File: src/rtl/apb_master_pkg.sv
// Shared types for the APB master: FSM state encoding and the response record.
package apb_master_pkg;

    typedef enum logic [1:0] {
        ST_IDLE,
        ST_SETUP,
        ST_ACCESS,
        ST_RESP
    } apb_mst_state_e;

    localparam int RSP_DATA_W = 16;

    typedef struct packed {
        logic [RSP_DATA_W-1:0] rdata;
        logic                  err;
        logic                  timeout;
    } apb_rsp_t;

endpackage

File: src/rtl/apb_master_ctrl_wait_timer.sv
// Wait-state counter for the ACCESS phase; expired flags the last allowed ACCESS cycle.
module apb_wait_timer #(
    parameter int TIMEOUT = 256
) (
    input  logic clk,
    input  logic rst_n,
    input  logic clr_i,
    input  logic en_i,
    output logic expired_o
);

    generate
        if (TIMEOUT == 0) begin : g_off
            logic unused_inputs;
            assign unused_inputs = &{1'b0, clk, rst_n, clr_i, en_i};
            assign expired_o     = 1'b0;
        end else begin : g_on
            localparam int              CNT_W = $clog2(TIMEOUT + 1);
            localparam logic [CNT_W-1:0] LIMIT = CNT_W'(TIMEOUT);

            logic [CNT_W-1:0] cnt_q, cnt_d;

            always_comb begin
                cnt_d = cnt_q;
                if (clr_i) begin
                    cnt_d = '0;
                end else if (en_i && (cnt_q != LIMIT)) begin
                    cnt_d = cnt_q + 1'b1;
                end
            end

            always_ff @(posedge clk or negedge rst_n) begin
                if (!rst_n) begin
                    cnt_q <= '0;
                end else begin
                    cnt_q <= cnt_d;
                end
            end

            // Count holds the number of finished wait cycles, so the TIMEOUT-th
            // ACCESS cycle is the one where it sits at TIMEOUT-1.
            assign expired_o = (cnt_q >= (LIMIT - 1'b1));
        end
    endgenerate

endmodule

File: src/rtl/apb_master_ctrl.sv
// APB master: one outstanding command at a time, turned into SETUP/ACCESS and a response.
module apb_master_ctrl
    import apb_master_pkg::*;
#(
    parameter int ADDR_W  = 16,
    parameter int DATA_W  = 16,
    parameter int NUM_SEL = 16,
    parameter int TIMEOUT = 256,
    localparam int SEL_W  = (NUM_SEL > 1) ? $clog2(NUM_SEL) : 1
) (
    input  logic               PCLK,
    input  logic               PRESETn,
    input  logic               cmd_valid,
    output logic               cmd_ready,
    input  logic [ADDR_W-1:0]  cmd_addr,
    input  logic [DATA_W-1:0]  cmd_wdata,
    input  logic               cmd_write,
    input  logic [SEL_W-1:0]   cmd_sel,
    output logic               rsp_valid,
    input  logic               rsp_ready,
    output logic [DATA_W-1:0]  rsp_rdata,
    output logic               rsp_err,
    output logic               rsp_timeout,
    output logic [ADDR_W-1:0]  PADDR,
    output logic [DATA_W-1:0]  PWDATA,
    output logic               PWRITE,
    output logic [NUM_SEL-1:0] PSEL,
    output logic               PENABLE,
    input  logic [DATA_W-1:0]  PRDATA,
    input  logic               PREADY,
    input  logic               PSLVERR
);

    localparam logic [NUM_SEL-1:0] PSEL_ONE = NUM_SEL'(1);

    apb_mst_state_e    state_q, state_d;
    logic              cmd_ready_q, cmd_ready_d;
    logic [ADDR_W-1:0] addr_q, addr_d;
    logic [DATA_W-1:0] wdata_q, wdata_d;
    logic [DATA_W-1:0] rdata_q, rdata_d;
    logic [SEL_W-1:0]  sel_q, sel_d;
    logic              write_q, write_d;
    logic              err_q, err_d;
    logic              tmo_q, tmo_d;
    logic              sel_ok;
    logic              tmr_clr, tmr_en, tmr_expired;

    assign sel_ok = (32'(cmd_sel) < $unsigned(NUM_SEL));

    apb_wait_timer #(
        .TIMEOUT(TIMEOUT)
    ) u_wait_timer (
        .clk      (PCLK),
        .rst_n    (PRESETn),
        .clr_i    (tmr_clr),
        .en_i     (tmr_en),
        .expired_o(tmr_expired)
    );

    always_comb begin
        state_d = state_q;
        addr_d  = addr_q;
        wdata_d = wdata_q;
        write_d = write_q;
        sel_d   = sel_q;
        rdata_d = rdata_q;
        err_d   = err_q;
        tmo_d   = tmo_q;
        tmr_clr = 1'b0;
        tmr_en  = 1'b0;

        case (state_q)
            ST_IDLE: begin
                if (cmd_valid && cmd_ready_q) begin
                    if (sel_ok) begin
                        addr_d  = cmd_addr;
                        wdata_d = cmd_wdata;
                        write_d = cmd_write;
                        sel_d   = cmd_sel;
                        state_d = ST_SETUP;
                    end else begin
                        // Out-of-range select is answered locally without touching the bus.
                        rdata_d = '0;
                        err_d   = 1'b1;
                        tmo_d   = 1'b0;
                        state_d = ST_RESP;
                    end
                end
            end
            ST_SETUP: begin
                tmr_clr = 1'b1;
                state_d = ST_ACCESS;
            end
            ST_ACCESS: begin
                if (tmr_expired) begin
                    rdata_d = '0;
                    err_d   = 1'b1;
                    tmo_d   = 1'b1;
                    state_d = ST_RESP;
                end else if (PREADY) begin
                    rdata_d = (!write_q && !PSLVERR) ? PRDATA : '0;
                    err_d   = PSLVERR;
                    tmo_d   = 1'b0;
                    state_d = ST_RESP;
                end else begin
                    tmr_en = 1'b1;
                end
            end
            ST_RESP: begin
                if (rsp_ready) begin
                    state_d = ST_IDLE;
                end
            end
            default: state_d = ST_IDLE;
        endcase

        cmd_ready_d = (state_d == ST_IDLE);
    end

    // cmd_ready is its own flop so it stays low while PRESETn is asserted.
    always_ff @(posedge PCLK or negedge PRESETn) begin
        if (!PRESETn) begin
            state_q     <= ST_IDLE;
            cmd_ready_q <= 1'b0;
            addr_q      <= '0;
            wdata_q     <= '0;
            write_q     <= 1'b0;
            sel_q       <= '0;
            rdata_q     <= '0;
            err_q       <= 1'b0;
            tmo_q       <= 1'b0;
        end else begin
            state_q     <= state_d;
            cmd_ready_q <= cmd_ready_d;
            addr_q      <= addr_d;
            wdata_q     <= wdata_d;
            write_q     <= write_d;
            sel_q       <= sel_d;
            rdata_q     <= rdata_d;
            err_q       <= err_d;
            tmo_q       <= tmo_d;
        end
    end

    assign cmd_ready   = cmd_ready_q;
    assign PADDR       = addr_q;
    assign PWDATA      = wdata_q;
    assign PWRITE      = write_q;
    assign PSEL        = ((state_q == ST_SETUP) || (state_q == ST_ACCESS)) ? (PSEL_ONE << sel_q) : '0;
    assign PENABLE     = (state_q == ST_ACCESS);
    assign rsp_valid   = (state_q == ST_RESP);
    assign rsp_rdata   = rdata_q;
    assign rsp_err     = err_q;
    assign rsp_timeout = tmo_q;

endmodule

File: config.mk
export PLATFORM = sky130hd
export DESIGN_NAME = apb_master_ctrl
export DESIGN_NICKNAME = d
export VERILOG_FILES = /design/src/rtl/apb_master_pkg.sv /design/src/rtl/apb_master_ctrl_wait_timer.sv /design/src/rtl/apb_master_ctrl.sv
export SDC_FILE = /design/constraint.sdc
export NUM_CORES = 1
export LEC_CHECK = 0
export ABC_AREA = 0
export CAP_MARGIN = 20
export CORE_MARGIN = 4
export CORE_UTILIZATION = 42
export DETAILED_ROUTE_END_ITERATION = 16
export GPL_TIMING_DRIVEN = 0
export PLACE_DENSITY = 0.81
export SLEW_MARGIN = 20
export SYNTH_ARGS = -nofsm -noshare
export SYNTH_HDL_FRONTEND = slang
export SYNTH_HIERARCHICAL = 1
export SYNTH_SLANG_ARGS = --single-unit
File: constraint.sdc
create_clock -name PCLK -period 3.4 [get_ports PCLK]
set_input_delay 0.34 -clock PCLK [delete_from_list [all_inputs] [get_ports PCLK]]
set_output_delay 0.34 -clock PCLK [all_outputs]
set_load 0.01 [all_outputs]
==> out/metrics.yaml <==
run:
  maxCapViolCount: 0
sta:
  hold_viol: 0
  timing.max_slew.rel_slack: 0.4619
  min_period_ns: 2.870
  max_freq_ghz: 0.3484
  skew_ns: 0.01364
  setup_viol: 0
  fin_tns_setup_ns: 0
  slew_viol_final: 0
  tightest_slew_ns: 0.7988
  rsz0062_at_grt: "no"
  period_share: 0.8441
  hold-worst-slack_ns: 0.4832
clocking:
  path_clk_slew_ns: 0.08
  cts_tree: "yes"
  cts.sinks: 67
  htreeDepth: 3
  cts.repair.resized: 0
  clk_path_buf_depth: 2
  clkLatencyLatePin_ns: 0.34
  clock-root-buffer: "clkbuf_8"
  cts_buffers: 9
placed_design:
  io_buffer_count: 128
  post_dp_cell_area_um2: 4314
  place.gp.congestion: 0.7991
  dp_hpwl_um: 5276
  dp_cells: 436
synth:
  synthMuxAreaShare: 0.1515
  synth_common_cells: "dfrtp_1, mux2_2, nor2_1, a22o_1, nand2_1"
  ys_types: 38
  yosys-top-cells-area: "dfrtp_1, mux2_2, a22o_1"
  synth_cells: 227
  async_flop_share: 1.000
  synth_compound_area_frac: 0.09185
  synthXorXnorAreaFrac: 0.006009
  synth_edf_count: 0
  synth_fa_ha_area_frac: 0.03433
  netlist_area_um2: 2915
  yosysMostFrequentCell: "dfrtp_1"
  netlist.area_leader.share: 0.5751
  synth-simple-area-share: 0.1163
  yosys_warnings: 6
  synth_ff_type: "dfrtp_1"
  synth.avg_cell_area_um2: 12.84
  syn_nets: 294
  seq_area_frac_synth: 0.5751
  ys_seq_elements: 67
  yosysTopAreaCell: "dfrtp_1"
  synth_top_family_by_area: "multiplexers"
final_layout:
  nets: 435
  layout-area-overhead-vs-synth_pct: 54.94
  fillers: 535
  drive_gt1_frac: 0.1850
  fin_area_um2: 4517
  diodes: 0
  finalNonFillerCells: 453
power_and_ir_drop:
  static-leakage-power_uw: 0.001892
  vdd_drop_max_uv: 503.8
  total_power_uw: 3842
  power_density_nw_per_um2: 850.5
worst_setup_path:
  worstPathRequired_ns: 3.67
  path_class: "reg2reg"
  crit_path_max_fanout: 6
  endpoint_kind: "register"
  arrival_ns: 3.14
  cp-start-kind: "register"
min_path:
  hold_class: "reg2reg"
drt:
  routed_wl_um: 6925
  drc: 0
  num_vias: 2294
  wl_per_cell_um: 15.29
  drtAntennaViolNets: 0
  vias_per_cell: 5.064
  dr.first_iter.drc_count: 80
  first_pass_iters: 4
die:
  die-area_um2: 8338
  start_util: 0.4315
  core-area_um2: 6756
  ioPinCount: 129
  die_h_um: 91.32
  rows: 30
  die_w_um: 91.32
grt:
  overflow: 0
  track_usage: 0.1713
  grt_first_pass_wirelength_um: 11430
  grt_pass1_vias: 2399
  antenna_found_initial: 0
  grt_max_degree: 36
run_status:
  status: "complete, no violations"
[layer usage]
metal  GRT usage  wire, um  vias to the layer above
met5           0         0                        -
met1      0.1990      2786                     1122
met2      0.2839      3423                       76
met3     0.08202       670                        4
li1            -         -                     1092
met4     0.04523        46                        0
[where the power goes]
| part | internal [uW] | switching, uW |
|---|---|---|
| Sequential | 1160 | 230 |
| Combinational | 1080 | 711 |
| Clock | 344 | 314 |
[final timing paths]
| path | start | end | slack [ns] | cells after the start |
|---|---|---|---|---|
| worst max-delay path | u_wait_timer/g_on.cnt_q[0] | u_wait_timer/g_on.cnt_q[7] | 0.53 | 10 |
| worst min-delay path | rsp_timeout | rsp_timeout | 0.48 | 2 |
| worst max register to register | u_wait_timer/g_on.cnt_q[0] | u_wait_timer/g_on.cnt_q[7] | 0.53 | 10 |
| worst min register to register | rsp_timeout | rsp_timeout | 0.48 | 2 |
| max in group asynchronous | PRESETn | PADDR[5] | 2.39 | 3 |
| min in group asynchronous | PRESETn | state_q[1] | 0.49 | 2 |
[cell usage in the layout, fill, tap and decap left out, drive strengths merged, types with 2 or more instances in the layout]
cell	netlist	layout
clkdlybuf4s50	0	127
dfrtp	67	67
mux2	38	38
nor2	23	23
a22o	16	16
clkbuf	2	13
nand2	10	10
ha	8	8
inv	7	8
buf	6	8
o21ai	6	6
nand2b	5	5
nand3	5	5
nor3	4	4
a21oi	4	4
nand4	3	3
or3	3	3
clkinv	0	3
nand3b	2	2
nor4	2	2
xor2	2	2
a31oi	2	2
[flip-flops by register name, summed over array words and instances (netlist names), 2 cells and up]
| register | flops |
|---|---|
| PADDR | 16 |
| u_wait_timer/g_on.cnt_q | 9 |
| sel_q | 4 |
| rsp_rdata | 16 |
| PWDATA | 16 |
| state_q | 2 |
[what timing repair did]
| item | in CTS | in global routing |
|---|---|---|
| setup buffers | 0 | 0 |
| hold buffers | 1 | 0 |
| endpoints found under the hold margin | 32 | 0 |
[area by class of cell]
| class | instances | area (um^2) | share of cell area |
|---|---|---|---|
| flip-flops and latches | 67 | 1677 | 0.3712 |
| repair buffers | 130 | 1309 | 0.2898 |
| multi-input cells | 145 | 1166 | 0.2582 |
| clock buffers | 11 | 131.4 | 0.02909 |
| well taps | 80 | 100.1 | 0.02216 |
| clock inverters | 5 | 61.31 | 0.01357 |
| plain buffers | 8 | 46.29 | 0.01025 |
| inverters | 7 | 26.28 | 0.005817 |
[worst max-delay path, cell delays in order (launching register included)]
cell     delay (ns)
dfrtp_1        0.43
ha_1           0.26
nand2_1        0.08
nor2_1         0.04
ha_1           0.16
nor2_1         0.07
o21ai_0        0.28
nor3b_1        0.65
nand4_1        0.31
or3_1          0.38
a21oi_1        0.14
[metrics by stage]
| step | setup slack, ns | utilization |
|---|---|---|
| detailed placement | 0.5643 | 0.6385 |
| global route | 0.2039 | 0.6685 |
| finish | 0.5299 | 0.6685 |
| global placement | -0.2600 | 0.6359 |
| CTS | 0.5341 | 0.6685 |
| floorplan | 0.9260 | - |
[logic make-up after synthesis]
logic type                 count (synthesis)
xor gates and xnor gates                   2
muxes                                     39
DFF                                       67
adders and majority gates                  8
and+or+nand+nor                           62
buffers and inverters                     15
AOI/OAI and AO/OA                         34
Power figures use the tool's default switching activity.
